===== src/rtl/digit_data_path.sv =====
// digit_data_path: registered active-low 7-segment cathode drive with a
// double-buffered display word, leading-zero blanking and per-digit blink.
`timescale 1ns/1ps
module digit_data_path #(
   parameter int BLINK_FRAMES = 60,
   parameter int SYNC_STAGES  = 2
) (
   input  logic        clk,
   input  logic        reset_n,
   input  logic [2:0]  seg_sel,
   input  logic [31:0] data_word,
   input  logic        load,
   input  logic        lz_en,
   input  logic [7:0]  blink_mask,
   input  logic [7:0]  dp_mask,
   output logic [6:0]  cath_n,
   output logic        dp_n,
   output logic        frame_tick,
   output logic        pend_valid
);

   localparam int BW = (BLINK_FRAMES > 1) ? $clog2(BLINK_FRAMES) : 1;
   localparam logic [BW-1:0] BLINK_LAST = BW'(BLINK_FRAMES - 1);

   logic [SYNC_STAGES-1:0][2:0] sync_q;
   logic [2:0]    sel_s;
   logic [2:0]    sel_d;
   logic [31:0]   pend;
   logic [31:0]   shown;
   logic [BW-1:0] blink_cnt;
   logic          blink_ph;
   logic [3:0]    nib;
   logic          lz_blank;
   logic          blank;

   function automatic logic [6:0] hex7(input logic [3:0] n);
      logic [6:0] s;
      unique case (n)
         4'h0: s = 7'b0000001;
         4'h1: s = 7'b1001111;
         4'h2: s = 7'b0010010;
         4'h3: s = 7'b0000110;
         4'h4: s = 7'b1001100;
         4'h5: s = 7'b0100100;
         4'h6: s = 7'b0100000;
         4'h7: s = 7'b0001111;
         4'h8: s = 7'b0000000;
         4'h9: s = 7'b0000100;
         4'hA: s = 7'b0001000;
         4'hB: s = 7'b1100000;
         4'hC: s = 7'b0110001;
         4'hD: s = 7'b1000010;
         4'hE: s = 7'b0110000;
         4'hF: s = 7'b0111000;
      endcase
      return s;
   endfunction

   assign sel_s = sync_q[SYNC_STAGES-1];

   // seg_sel comes from the divided-clock scan FSM
   always_ff @(posedge clk or negedge reset_n) begin
      if (!reset_n) begin
         sync_q     <= '0;
         sel_d      <= '0;
         frame_tick <= 1'b0;
      end else begin
         sync_q     <= {sync_q[SYNC_STAGES-2:0], seg_sel};
         sel_d      <= sel_s;
         frame_tick <= (sel_d == 3'd7) && (sel_s == 3'd0);
      end
   end

   always_ff @(posedge clk or negedge reset_n) begin
      if (!reset_n) begin
         pend       <= '0;
         pend_valid <= 1'b0;
         shown      <= '0;
      end else begin
         if (frame_tick && pend_valid)
            shown <= pend;
         if (load) begin
            pend       <= data_word;
            pend_valid <= 1'b1;
         end else if (frame_tick) begin
            pend_valid <= 1'b0;
         end
      end
   end

   always_ff @(posedge clk or negedge reset_n) begin
      if (!reset_n) begin
         blink_cnt <= '0;
         blink_ph  <= 1'b0;
      end else if (frame_tick) begin
         if (blink_cnt == BLINK_LAST) begin
            blink_cnt <= '0;
            blink_ph  <= ~blink_ph;
         end else begin
            blink_cnt <= blink_cnt + 1'b1;
         end
      end
   end

   // a digit is a leading zero when it and every higher nibble are zero
   always_comb begin
      nib      = shown[{sel_s, 2'b00} +: 4];
      lz_blank = lz_en && (sel_s != 3'd0)
                 && ((shown >> {sel_s, 2'b00}) == 32'd0);
      blank    = (blink_ph && blink_mask[sel_s]) || lz_blank;
   end

   always_ff @(posedge clk or negedge reset_n) begin
      if (!reset_n) begin
         cath_n <= 7'h7F;
         dp_n   <= 1'b1;
      end else begin
         cath_n <= blank ? 7'h7F : hex7(nib);
         dp_n   <= ~(dp_mask[sel_s] && !blank);
      end
   end

endmodule


===== config.mk =====
export PLATFORM = sky130hd
export DESIGN_NAME = digit_data_path
export DESIGN_NICKNAME = d
export VERILOG_FILES = /design/src/rtl/digit_data_path.sv
export SDC_FILE = /design/constraint.sdc
export NUM_CORES = 1
export LEC_CHECK = 0
export BUFFER_PORTS_ARGS = -buffer_cell sky130_fd_sc_hd__buf_2
export CORE_MARGIN = 1
export CORE_UTILIZATION = 30
export CTS_CLUSTER_SIZE = 40
export DETAILED_ROUTE_END_ITERATION = 10
export PLACE_DENSITY = 0.52
export SYNTH_ARGS = -nofsm -noshare
export SYNTH_HDL_FRONTEND = slang
export SYNTH_SLANG_ARGS = --single-unit
export TNS_END_PERCENT = 100

===== constraint.sdc =====
create_clock -name clk -period 4.35 [get_ports clk]
set_input_delay 0.2175 -clock clk [delete_from_list [all_inputs] [get_ports clk]]
set_output_delay 0.2175 -clock clk [all_outputs]
set_load 0.03 [all_outputs]

Yosys cells after proc, flatten, opt, wreduce, memory -nomap -nowiden:

Memories as Yosys holds them, arrays and structs flattened.
Cells that the tools add are included.

* bits in registers: 90
* bits in read-only memories: 112
* input port bits: 55
* output and inout bits: 10
* word-level logic and storage cells: 41
* memories: 1

* add/subtract/negate cells: 1
* magnitude comparators: 1
* equal/unequal tests: 2
* shift operators: 2
* mux-type cells: 8
* bitwise operators: 2
* reduce and logical (&&, ||, !) cells: 13

Memories
* (no name shown): depth 16, width 7, read ports 1, clocked after Yosys merged registers in 0, write ports 0, line 38 `unique case (n)`

Operators by type and width (number)
* zero test 32 bit: 1
* indexed part select 32 x 6 -> 4 bit: 1
* right shift 32 x 5 -> 32 bit: 1
* 2-to-1 mux 7 bit: 1
* adder 6 x 1 -> 6 bit, second input constant: 1
* binary-select mux 1 bit (select 3 bit): 2
* equality test 6 bit, second input constant: 1
* logical AND 1 bit: 6
* 2-to-1 mux 6 bit: 1
* less-than comparator 3 x 4 -> 1 bit, second input constant: 1
* 2-to-1 mux 1 bit: 4
* equality test 3 bit, second input constant: 1
* zero test 3 bit: 1
* nonzero test 3 bit: 1
* NOT 1 bit: 2
* AND reduction 2 bit: 1
* nonzero test 2 bit: 1
* zero test 1 bit: 1
* logical OR 1 bit: 1

Longest topological paths before layout:

* word-level depth: 7
* gate-level depth with buffers: 10
* depth with buffers taken out: 8

Worst setup path after synthesis:

No wires, ideal clock.

* path type: register to register
* start point: reg sync_q (netlist bit sel_s[0])
* end point: reg cath_n[3]
* library setup time: 0.082 ns
* data arrival time: 2.442 ns
* data required time: 4.268 ns
* path slack: 1.826 ns
* stages on the path, launching flop included: 9
* path buffers: 2
* clock period less this slack: 2.524 ns
* path through: dfrtp_1 -> buf_6 -> buf_6 -> mux4_2 -> mux2i_2 -> inv_1 -> ha_1 -> mux4_2 -> or2_1

* longest elaborated chain between the ends: 5
* elaborated cells on any way between the ends: 12
* those cells by class: 2 x shift; 3 x mux; 6 x reduce/logical; 1 x memory

Ends and longest elaborated chain
* start: declaration: line 25 `logic [SYNC_STAGES-1:0][2:0] sync_q;`
* start signal: assignment: line 68 `sync_q <= {sync_q[SYNC_STAGES-2:0], seg_sel};`
* parallel branches: the longest is 4 deep, another holds memory read (16 x 7 bit)
* 2-to-1 mux 7 bit (*): line 118 `cath_n <= blank ? 7'h7F : hex7(nib);`
* end signal: assignment: line 118
* end: declaration: line 16 `output logic [6:0] cath_n,`

Mark *: on every way between the ends. The select of a mux whose other input is x is not followed.
A chain may end at the register's enable or synchronous reset.

Worst setup path after layout:

* start point: reg sync_q (netlist bit sel_s[1])
* end point: reg cath_n[3]

Same word-level chain as after synthesis.

==> key figures <==
Synth
  • Top FF cell, synth: dfrtp_1
  • Fraction of registers with async set/reset: 100%
  • Cells after Synth: between 200 and 300
  • Synthesized cell area: slightly above 4000 um^2
  • Share of the synthesized area in the top cell type: between 50 and 60%
  • Synth area leaders: dfrtp_1 (51%), mux2_2 (18%), mux4_2 (6.7%), dfstp_2 (5.2%), mux2i_1 (2.2%)
  • Yosys warns: 0
  • Leading area contributor after synthesis: dfrtp_1
  • Syn Nets: about 340
  • Flops & latches, synth: 90
  • Synth unique cells: 40
  • Mean Syn Cell Area: between 10 and 15 um^2
  • Post-synthesis sequential area ratio: between 50% and 60%
  • Post-synth EDFFs: 0

GRT
  • GRT Overall Usage: roughly an eighth
  • GRT met1 Usage: between 10% and 20%
  • First-pass GRT wire length: approximately 13,000 um
  • Met2 Resource Use GR: a little under a fifth
  • Vias in the first global route: roughly 2,600
  • GR peak layer: met2
  • Initial antenna violation count: 0
  • Largest net degree at the start of global routing: 55
  • GR Util met3: between 3 and 4%
  • Total grt overflow: 0

Setup path
  • CP required: 4.62 ns
  • R2R cell count: 6
  • Buf/Inv on CP: 1
  • Reg-to-reg critical path endpoint: cath_n[3]
  • Max stage delay cell, worst path: dfrtp_1
  • Crit path cell chain: mux4_2 > mux2i_1 > inv_1 > ha_1 > mux4_2 > or2_1
  • Crit path launch type: register
  • Worst reg2reg setup slack: about 1.4 ns
  • Crit path kind: register to register
  • Worst EP arrival: 3.19 ns
  • CP top delay family: multiplexers
  • Critical Path Fanout Max: 24
  • Crit path top cell by count: mux4_2
  • Worst Setup End Kind: register
  • Slowest stage delay, CP: about 0.91 ns
  • Launch point of the worst reg-to-reg path: sel_s[1]

Timing
  • Final Max Tran Viols: 0
  • Clk_skew: 0.00877 ns
  • Measured slew at the worst slew-check pin: approximately 0.87 ns
  • Total negative slack: 0 ns
  • Final setup vio count: 0
  • RSZ-0062 raised after global routing: no
  • Final Hold Viols: 0
  • Achievable Freq: 342 MHz
  • Period utilization: 67.2%
  • Max_slew headroom: 42.1%
  • Final WS setup: around 1.4 ns
  • Final min period: slightly below 3 ns

Drt
  • Drt drc: 0
  • DRT iter0 DRCs: between 90 and 100
  • Vias per inst: between 4 and 5
  • 1st-pass router iterations: 4
  • Post-DRT Antenna Nets: 0
  • Final WL: around 7800 um
  • Via count: ~2,500
  • WL/cell: between 10 and 15 um

Floorplan
  • Die area: between 10,000 and 15,000 um^2
  • FP Rows: 42
  • Initial Util: a little under a third
  • Chip height: 118 um
  • Io pins: 65
  • Core area: 13,200 um^2
  • Die X: ~120 um

Clocking
  • Clock Tree Buf Depth: 2
  • # clock sinks: 90
  • Clock Root Buffer: clkbuf_16
  • Htree depth: 3
  • CTS tree: done
  • Clock buffer count from CTS: 9
  • Clock slew at reported path FFs: 0.06 ns
  • Clock latency on the worst-skew pair: 0.34 ns
  • Post-CTS Setup Inserts: 0

Hold path
  • Worst Hold Depth: 2
  • Hold path start: data_word[0]
  • Hold Crit Class: input port to register
  • Worst Hold Endpoint: pend[0]

Status
  • Run status: finished clean

Placed design
  • Final HPWL DP: between 5000 and 6000 um
  • Port buffer count: 64
  • Dpl ws: approximately 1.4 ns
  • Placed Area: between 4000 and 5000 um^2
  • GP Congestion: 0.822

Pwr
  • VDD IR max: 0.000177 V
  • Leak: about 2.2 nW
  • Power Density: 498 nW/um^2

Cells and area
  • Fill count: roughly 1,300
  • Synth-to-Final Area Change: 21.6%
  • Post-route design area: around 4900 um^2
  • Layout cells sized above 1: 48.6%
  • N_diodes: 0
  • Final nets: between 400 and 500

Flow run
  • Max cap viols: 0
==> state kept, by name, summed over array words and instances (netlist names) <==
register and count:
pend 32, shown 32, cath_n 7, blink_cnt 6, sel_d 3, sel_s 3, sync_q 3, blink_ph 1
dp_n 1, frame_tick 1, pend_valid 1
==> power by group <==
group	switching [W]	internal [W]
Combinational	0.000251	0.000245
Clock	0.000309	0.000572
Sequential	0.0000909	0.000991
==> worst max-delay path by stage <==
stage,from,slack [ns],depth (start not counted),to
2_1_floorplan,sel_s[0],1.83,8,cath_n[3]
3_3_place_gp,sel_s[1],1.59,6,cath_n[3]
3_5_place_dp,sel_s[1],1.45,6,cath_n[3]
4_1_cts,sel_s[1],1.44,6,cath_n[3]
5_1_grt,sel_s[1],1.25,6,cath_n[3]
6_report,sel_s[1],1.43,6,cath_n[3]
==> cell usage in the layout, fill, tap and decap left out, types with 7 or more instances in the layout <==
cell and n:
buf_2 63, dfrtp_1 82, inv_1 8, nor2_1 7, nand2_1 11, mux2i_1 9, clkbuf_16 9, dfstp_2 8
mux2_2 65, ha_1 7, mux4_2 12, nor4_1 8
==> repair_timing <==
item,in CTS,in global routing
resized for setup,0,0
endpoints found under the hold margin,31,0
hold buffers,4,0
==> layout make-up <==
type	count	area [um^2]	share of cell area (%)
Multi-Input combinational cell	169	1690	34.3
Tap cell	176	220	4.46
Sequential cell	90	2260	45.8
Inverter	9	33.8	0.684
Clock buffer	10	239	4.84
Timing Repair Buffer	71	385	7.81
Clock inverter	5	103	2.08
==> per-layer routing <==
layer | vias up | wire length, um
li1 | 1174 | -
met5 | - | 0
met3 | 10 | 339
met2 | 56 | 3570
met4 | 0 | 175
met1 | 1277 | 3720
==> Yosys cell counts, drive strengths merged, types with 2 or more instances <==
| cell | number |
|---|---|
| nor2b | 3 |
| a221o | 3 |
| mux4 | 12 |
| a222oi | 2 |
| dfstp | 8 |
| buf | 7 |
| inv | 9 |
| o21ai | 4 |
| nor2 | 7 |
| xor2 | 2 |
| nand2 | 11 |
| o211ai | 2 |
| clkbuf | 7 |
| mux2i | 12 |
| mux2 | 65 |
| dfrtp | 82 |
| nand2b | 2 |
| nor4 | 8 |
| xnor2 | 2 |
| ha | 7 |
| or3 | 2 |
| nand4 | 4 |
| nor3 | 4 |
| a21oi | 5 |
| a21o | 2 |
==> cell families after synthesis <==
| kind of cell | share of synthesized area (%) |
|---|---|
| DFF | 55.7 |
| muxes | 28.4 |
| and+or+nand+nor | 5.70 |
| AOI/OAI and AO/OA | 4.62 |
| buffers and inverters | 2.56 |
| adders and majority gates | 2.16 |
| xor gates and xnor gates | 0.863 |
==> through the flow <==
stage	util, %	std cells	total power [W]	hold slack, ns
6_report	37.3	530	0.00246	0.0990
5_1_grt	37.3	530	0.00258	0.0920
4_1_cts	37.3	530	0.00249	0.0873
3_5_place_dp	34.4	511	0.00160	0.219
3_3_place_gp	34.4	511	0.00159	0.220
2_1_floorplan	-	282	0.00144	-0.0781
Note: power is estimated with default switching activity, not from simulation.
